### src/rtl/vp_timing_gen_if.sv
// Video stream bundle for vp_timing_gen: run/pattern controls in, de/sync/pixel stream out.
// master is the generator side, slave is the consumer/controller side.
interface vp_timing_gen_if;
    logic        enable;
    logic [1:0]  pattern_sel;
    logic [23:0] color_in;
    logic        de_out;
    logic        h_sync_out;
    logic        v_sync_out;
    logic [23:0] pixel_out;
    logic        frame_start;

    modport master (
        input  enable, pattern_sel, color_in,
        output de_out, h_sync_out, v_sync_out, pixel_out, frame_start
    );

    modport slave (
        output enable, pattern_sel, color_in,
        input  de_out, h_sync_out, v_sync_out, pixel_out, frame_start
    );
endinterface

### src/rtl/vp_timing_gen.sv
// Raster timing generator with test-pattern fill. Every output is registered from the
// counter state of the previous cycle, so de, syncs, pixel and frame_start stay aligned.
module vp_timing_gen #(
    parameter int H_ACTIVE = 1280,
    parameter int H_FP     = 110,
    parameter int H_SYNC   = 40,
    parameter int H_BP     = 220,
    parameter int V_ACTIVE = 720,
    parameter int V_FP     = 5,
    parameter int V_SYNC   = 5,
    parameter int V_BP     = 20,
    parameter bit SYNC_POL = 1'b1
) (
    input  logic            clk,
    input  logic            rst_n,
    vp_timing_gen_if.master vif
);
    localparam int H_TOTAL = H_ACTIVE + H_FP + H_SYNC + H_BP;
    localparam int V_TOTAL = V_ACTIVE + V_FP + V_SYNC + V_BP;
    // h needs at least 8 bits for the gradient and v at least 4 for the checkerboard.
    localparam int H_W     = ($clog2(H_TOTAL) > 8) ? $clog2(H_TOTAL) : 8;
    localparam int V_W     = ($clog2(V_TOTAL) > 4) ? $clog2(V_TOTAL) : 4;
    localparam int BAR_W   = H_ACTIVE / 8;
    localparam int B_W     = ($clog2(BAR_W) > 1) ? $clog2(BAR_W) : 1;

    localparam logic [H_W-1:0] H_LAST    = H_W'(H_TOTAL - 1);
    localparam logic [H_W-1:0] H_ACT_END = H_W'(H_ACTIVE);
    localparam logic [H_W-1:0] HS_START  = H_W'(H_ACTIVE + H_FP);
    localparam logic [H_W-1:0] HS_END    = H_W'(H_ACTIVE + H_FP + H_SYNC);
    localparam logic [V_W-1:0] V_LAST    = V_W'(V_TOTAL - 1);
    localparam logic [V_W-1:0] V_ACT_END = V_W'(V_ACTIVE);
    localparam logic [V_W-1:0] VS_START  = V_W'(V_ACTIVE + V_FP);
    localparam logic [V_W-1:0] VS_END    = V_W'(V_ACTIVE + V_FP + V_SYNC);
    localparam logic [B_W-1:0] BAR_LAST  = B_W'(BAR_W - 1);
    localparam logic           SYNC_OFF  = ~SYNC_POL;

    logic [H_W-1:0] h_cnt_q, h_cnt_d;
    logic [V_W-1:0] v_cnt_q, v_cnt_d;
    logic [B_W-1:0] bar_cnt_q, bar_cnt_d;
    logic [2:0]     bar_idx_q, bar_idx_d;
    logic [1:0]     pat_q, pat_d;
    logic [23:0]    col_q, col_d;
    logic           de_q, de_d;
    logic           hs_q, hs_d;
    logic           vs_q, vs_d;
    logic [23:0]    pix_q, pix_d;
    logic           fs_q, fs_d;

    logic           at_origin;
    logic           active;
    logic [1:0]     pat_eff;
    logic [23:0]    col_eff;
    logic [23:0]    pattern_px;

    function automatic logic [23:0] bar_color(input logic [2:0] idx);
        logic [23:0] c;
        case (idx)
            3'd0:    c = 24'hFFFFFF;
            3'd1:    c = 24'h00FFFF;
            3'd2:    c = 24'hFFFF00;
            3'd3:    c = 24'h00FF00;
            3'd4:    c = 24'hFF00FF;
            3'd5:    c = 24'h0000FF;
            3'd6:    c = 24'hFF0000;
            default: c = 24'h000000;
        endcase
        return c;
    endfunction

    always_comb begin
        at_origin = (h_cnt_q == '0) && (v_cnt_q == '0);
        active    = (h_cnt_q < H_ACT_END) && (v_cnt_q < V_ACT_END);
        // Pixel (0,0) already belongs to the new frame, so bypass the shadow there.
        pat_eff   = at_origin ? vif.pattern_sel : pat_q;
        col_eff   = at_origin ? vif.color_in    : col_q;

        case (pat_eff)
            2'd0:    pattern_px = bar_color(bar_idx_q);
            2'd1:    pattern_px = {3{h_cnt_q[7:0]}};
            2'd2:    pattern_px = (h_cnt_q[3] ^ v_cnt_q[3]) ? 24'h000000 : 24'hFFFFFF;
            default: pattern_px = col_eff;
        endcase

        h_cnt_d   = '0;
        v_cnt_d   = '0;
        bar_cnt_d = '0;
        bar_idx_d = '0;
        pat_d     = pat_q;
        col_d     = col_q;
        de_d      = 1'b0;
        hs_d      = SYNC_OFF;
        vs_d      = SYNC_OFF;
        pix_d     = '0;
        fs_d      = 1'b0;

        if (vif.enable) begin
            de_d  = active;
            hs_d  = (h_cnt_q >= HS_START && h_cnt_q < HS_END) ? SYNC_POL : SYNC_OFF;
            vs_d  = (v_cnt_q >= VS_START && v_cnt_q < VS_END) ? SYNC_POL : SYNC_OFF;
            pix_d = active ? pattern_px : 24'h000000;
            fs_d  = at_origin;
            if (at_origin) begin
                pat_d = vif.pattern_sel;
                col_d = vif.color_in;
            end
            if (h_cnt_q == H_LAST) begin
                h_cnt_d = '0;
                v_cnt_d = (v_cnt_q == V_LAST) ? '0 : v_cnt_q + V_W'(1);
            end else begin
                h_cnt_d = h_cnt_q + H_W'(1);
                v_cnt_d = v_cnt_q;
                if (bar_cnt_q == BAR_LAST) begin
                    bar_cnt_d = '0;
                    bar_idx_d = bar_idx_q + 3'd1;
                end else begin
                    bar_cnt_d = bar_cnt_q + B_W'(1);
                    bar_idx_d = bar_idx_q;
                end
            end
        end
    end

    always_ff @(posedge clk or negedge rst_n) begin
        if (!rst_n) begin
            h_cnt_q   <= '0;
            v_cnt_q   <= '0;
            bar_cnt_q <= '0;
            bar_idx_q <= '0;
            pat_q     <= '0;
            col_q     <= '0;
            de_q      <= 1'b0;
            hs_q      <= SYNC_OFF;
            vs_q      <= SYNC_OFF;
            pix_q     <= '0;
            fs_q      <= 1'b0;
        end else begin
            h_cnt_q   <= h_cnt_d;
            v_cnt_q   <= v_cnt_d;
            bar_cnt_q <= bar_cnt_d;
            bar_idx_q <= bar_idx_d;
            pat_q     <= pat_d;
            col_q     <= col_d;
            de_q      <= de_d;
            hs_q      <= hs_d;
            vs_q      <= vs_d;
            pix_q     <= pix_d;
            fs_q      <= fs_d;
        end
    end

    assign vif.de_out      = de_q;
    assign vif.h_sync_out  = hs_q;
    assign vif.v_sync_out  = vs_q;
    assign vif.pixel_out   = pix_q;
    assign vif.frame_start = fs_q;
endmodule

### src/flat_wrapper.sv
// flat-port wrapper written by rule: the top's interface ports become plain ports
module vp_timing_gen_flat 
#(
    parameter int H_ACTIVE = 1280,
    parameter int H_FP     = 110,
    parameter int H_SYNC   = 40,
    parameter int H_BP     = 220,
    parameter int V_ACTIVE = 720,
    parameter int V_FP     = 5,
    parameter int V_SYNC   = 5,
    parameter int V_BP     = 20,
    parameter bit SYNC_POL = 1'b1
)
  (clk, rst_n, vif_enable, vif_pattern_sel, vif_color_in, vif_de_out, vif_h_sync_out, vif_v_sync_out, vif_pixel_out, vif_frame_start);
  vp_timing_gen_if vif_i ();
  input  logic clk;
  input  logic rst_n;
  input wire logic [$bits(vif_i.enable)-1:0] vif_enable;
  input wire logic [$bits(vif_i.pattern_sel)-1:0] vif_pattern_sel;
  input wire logic [$bits(vif_i.color_in)-1:0] vif_color_in;
  output wire logic [$bits(vif_i.de_out)-1:0] vif_de_out;
  output wire logic [$bits(vif_i.h_sync_out)-1:0] vif_h_sync_out;
  output wire logic [$bits(vif_i.v_sync_out)-1:0] vif_v_sync_out;
  output wire logic [$bits(vif_i.pixel_out)-1:0] vif_pixel_out;
  output wire logic [$bits(vif_i.frame_start)-1:0] vif_frame_start;
  assign vif_i.enable = vif_enable;
  assign vif_i.pattern_sel = vif_pattern_sel;
  assign vif_i.color_in = vif_color_in;
  assign vif_de_out = vif_i.de_out;
  assign vif_h_sync_out = vif_i.h_sync_out;
  assign vif_v_sync_out = vif_i.v_sync_out;
  assign vif_pixel_out = vif_i.pixel_out;
  assign vif_frame_start = vif_i.frame_start;
  vp_timing_gen #(.H_ACTIVE(H_ACTIVE), .H_FP(H_FP), .H_SYNC(H_SYNC), .H_BP(H_BP), .V_ACTIVE(V_ACTIVE), .V_FP(V_FP), .V_SYNC(V_SYNC), .V_BP(V_BP), .SYNC_POL(SYNC_POL)) u_core (.clk(clk), .rst_n(rst_n), .vif(vif_i));
endmodule
### config.mk
export PLATFORM = sky130hd
export DESIGN_NAME = vp_timing_gen_flat
export DESIGN_NICKNAME = d
export VERILOG_FILES = /design/src/rtl/vp_timing_gen_if.sv /design/src/rtl/vp_timing_gen.sv /design/src/flat_wrapper.sv
export SDC_FILE = /design/constraint.sdc
export NUM_CORES = 1
export LEC_CHECK = 0
export ABC_CLOCK_PERIOD_IN_PS = 1900
export BUFFER_PORTS_ARGS = -buffer_cell sky130_fd_sc_hd__clkbuf_2
export CAP_MARGIN = 10
export CORE_MARGIN = 2
export CORE_UTILIZATION = 30
export CTS_CLUSTER_SIZE = 10
export DETAILED_ROUTE_END_ITERATION = 10
export HOLD_SLACK_MARGIN = 0.15
export PLACE_DENSITY_LB_ADDON = 0.1
export SYNTH_ARGS = -nofsm -noshare
export SYNTH_HDL_FRONTEND = slang
export SYNTH_SLANG_ARGS = --single-unit
### constraint.sdc
create_clock -name clk -period 1.9 [get_ports clk]
set_input_delay 0.285 -clock clk [delete_from_list [all_inputs] [get_ports clk]]
set_output_delay 0.285 -clock clk [all_outputs]
set_load 0.01 [all_outputs]
==> flow_metrics.env <==
export IMPL_status="finished with violations"
export IMPL_violations="negative setup slack"
export IMPL_gp_congestion=0.7867
export IMPL_dpl_instance_area_mm2=0.005162
export IMPL_worstSetupPathType="flip-flop to flip-flop"
export IMPL_crit_required_ps=2140
export IMPL_setup_viol=53
export IMPL_fin_skew_ps=9.466
export IMPL_worstSkewPairLatency_ps=350
export IMPL_die_area_mm2=0.01505
export IMPL_rsz0062_at_grt="true"
export IMPL_ys_types=51
export IMPL_hold_path_class="primary input to flip-flop"
export IMPL_yosys_top_cells_count="86 x dfrtp_1, 32 x a21oi_1, 32 x nor2_1"
export IMPL_wl_per_cell_um=17.72
export IMPL_syn_num_nets=442
export IMPL_drc=0
export IMPL_cap_viol_max_count=0
export IMPL_yosys_warnings=0
export IMPL_io_buffers=56
export IMPL_grt_pass1_wl_mm=19.17
export IMPL_syn_area_mm2=0.004225
export IMPL_timing_fmax_mhz=473.2
export IMPL_postRouteAntennaNets=0
export IMPL_period_minus_slack_ps=2113
export IMPL_area_growth_pct=39.80
export IMPL_num_antenna_cells=0
export IMPL_place_hpwl_mm=8.324
export IMPL_p_leak_nw=2.651
export IMPL_hold_depth=2
export IMPL_die_y_um=122.7
export IMPL_start_util_pct=30.56
export IMPL_io_pins=57
export IMPL_avgViaCountPerCell=5.069
export IMPL_clockBufferDepth=2
export IMPL_dp_slack_ps=-290.4
export IMPL_async_reset_ff_share_pct=100.0
export IMPL_clk_transition_reported_paths_ps=70
export IMPL_path_cells="or4_4, nor4_4, and3_4, clkbuf_16, mux2_4"
export IMPL_gr_total_overflow=0
export IMPL_setup_ws_ps=-213.2
export IMPL_synth_edff_count=0
export IMPL_final_layout_size_suffix_gt1_share_pct=41.01
export IMPL_grt_use_total_pct=16.96
export IMPL_grt_max_degree=38
export IMPL_yosysMostFrequentCell="dfrtp_1"
export IMPL_slew_violations=0
export IMPL_wl_mm=12.35
export IMPL_cp_slowest_stage_delay_ps=580
export IMPL_start_kind="flip-flop"
export IMPL_ys_seq_elements=86
export IMPL_postSynthCellCount=400
export IMPL_crit_fanout=7
export IMPL_synthDominantCellAreaShare_pct=50.93
export IMPL_power_density_mw_per_mm2=940.2
export IMPL_dr_pass1_iters=4
export IMPL_yosysSeqAreaShare_pct=50.93
export IMPL_rows=43
export IMPL_power_w=0.005554
export IMPL_hold_viol=0
export IMPL_ys_flop_type="dfrtp_1"
export IMPL_ff2ff_path_depth=5
export IMPL_fillerInstances=1359
export IMPL_fin_setup_tns_ps=-9079
export IMPL_yosys_area_top_type="dfrtp_1"
export IMPL_first_global_vias=3567
export IMPL_clock_sinks=86
export IMPL_nets=554
export IMPL_worstPathArrival_ps=2350
export IMPL_cts_tree="done"
export IMPL_cts_max_level=3
export IMPL_die_w_um=122.7
export IMPL_dr_first_iter_drc_count=222
export IMPL_peakVddDrop_mv=0.3784
export IMPL_core_region_area_mm2=0.01383
export IMPL_cts_made_buffers=9
export IMPL_vias=3533
export IMPL_cts_root_buf="clkbuf_16"
export IMPL_critical_path_slowest_cell="or4_4"
export IMPL_tightest_slew_ps=495.3
export IMPL_synth_area_top_cells="dfrtp_1 51%, mux2_1 4.0%, ha_1 3.8%"
export IMPL_post_route_period_util_pct=111.2
export IMPL_stdcell_area_mm2=0.005907
export IMPL_avgSynthCellArea_um2=10.56
export IMPL_antenna_found_initial=0
export IMPL_slew_limit_headroom_pct=66.98
export IMPL_worst_setup_path_end_kind="flip-flop"
through the flow:
stage / std cells / hold WS, ps / util [%]
after floorplan: 400 / -10.59 / -
after global placement: 670 / 279.1 / 37.34
after detailed placement: 670 / 284.1 / 37.34
after CTS: 692 / 174.2 / 41.35
after global routing: 697 / 180.3 / 42.72
final: 697 / 186.2 / 42.72
critical path, delay by kind of cell, from the launching register on:
family | cells | cell delay, ps
buffers and inverters | 1 | 190
DFF | 1 | 380
muxes | 1 | 300
and+or+nand+nor | 3 | 1120
cell usage in the layout, fill, tap and decap left out, types with 6 or more instances in the layout:
cell type / count
dfrtp_1: 85
buf_4: 56
clkbuf_2: 55
nor2_1: 31
a21oi_1: 27
nand3_1: 25
mux2_4: 25
nand2_1: 20
o21ai_0: 12
clkbuf_16: 11
o22ai_1: 10
xnor2_1: 9
inv_1: 8
nand4_1: 8
xor2_1: 8
ha_1: 7
o22ai_2: 6
buf_12: 6
layer usage:
layer / vias to the layer above / share of wire, % / GRT usage (%) / wire length (um)
li1: 1690 / - / - / -
met2: 74 / 48 / 28.28 / 5982
met4: 0 / 2.0 / 5.603 / 244
met5: - / 0 / 0 / 0
met1: 1750 / 45 / 21.27 / 5609
met3: 19 / 4.2 / 4.507 / 517
flip-flops by register name, summed over array words and instances, names as in the netlist:
register                flops
u_core.bar_cnt_q            8
u_core.bar_idx_q            3
u_core.col_q               24
u_core.h_cnt_q             11
u_core.pat_q                2
u_core.v_cnt_q             10
u_core.vif.de_out           1
u_core.vif.frame_start      1
u_core.vif.h_sync_out       1
u_core.vif.pixel_out       24
u_core.vif.v_sync_out       1
logic make-up after synthesis:
family	synth area share, %
mux	7.640
buf+inv	4.323
compound gates	14.36
xor+xnor	3.524
simple gates	15.37
fa+ha+maj	3.850
flops	50.93
where the power goes:
group / leakage (nW) / internal, W / switching [W]
Sequential: 1.10 / 0.00214 / 0.000194
Clock: 0.154 / 0.00106 / 0.000787
Combinational: 1.40 / 0.000724 / 0.000640
Total: 2.65 / 0.00393 / 0.00162
what timing repair did:
action / 4_1_cts / 5_1_grt
buffers inserted: 3 / 3
gates resized for setup: 34 / 33
hold endpoints to repair: 33 / 0
pin swaps: 3 / 3
setup endpoints to repair: 65 / 58
hold buffers: 1 / 0
cloned: 2 / 2
final timing paths:
| kind | start | end | slack, ps |
|---|---|---|---|
| setup / recovery | u_core.h_cnt_q[3] | u_core.col_q[15] | -210 |
| hold / removal | vif_color_in[8] | u_core.col_q[8] | 190 |
| setup reg to reg | u_core.h_cnt_q[3] | u_core.col_q[15] | -210 |
| hold reg to reg | u_core.bar_cnt_q[0] | u_core.bar_cnt_q[0] | 510 |
| max in group asynchronous | rst_n | u_core.bar_cnt_q[6] | 880 |
| min in group asynchronous | rst_n | u_core.vif.frame_start | 430 |
area by class of cell:
class | instances | area, um2 | share of cell area [%]
clock inverter | 6 | 66.31 | 1.123
clock buffer | 10 | 239.0 | 4.046
timing repair buffer | 126 | 953.4 | 16.14
tap | 180 | 225.2 | 3.813
multi-input combinational | 278 | 2228 | 37.73
inverter | 11 | 41.29 | 0.6990
sequential | 86 | 2153 | 36.45
(Power assumes the default switching activity.)
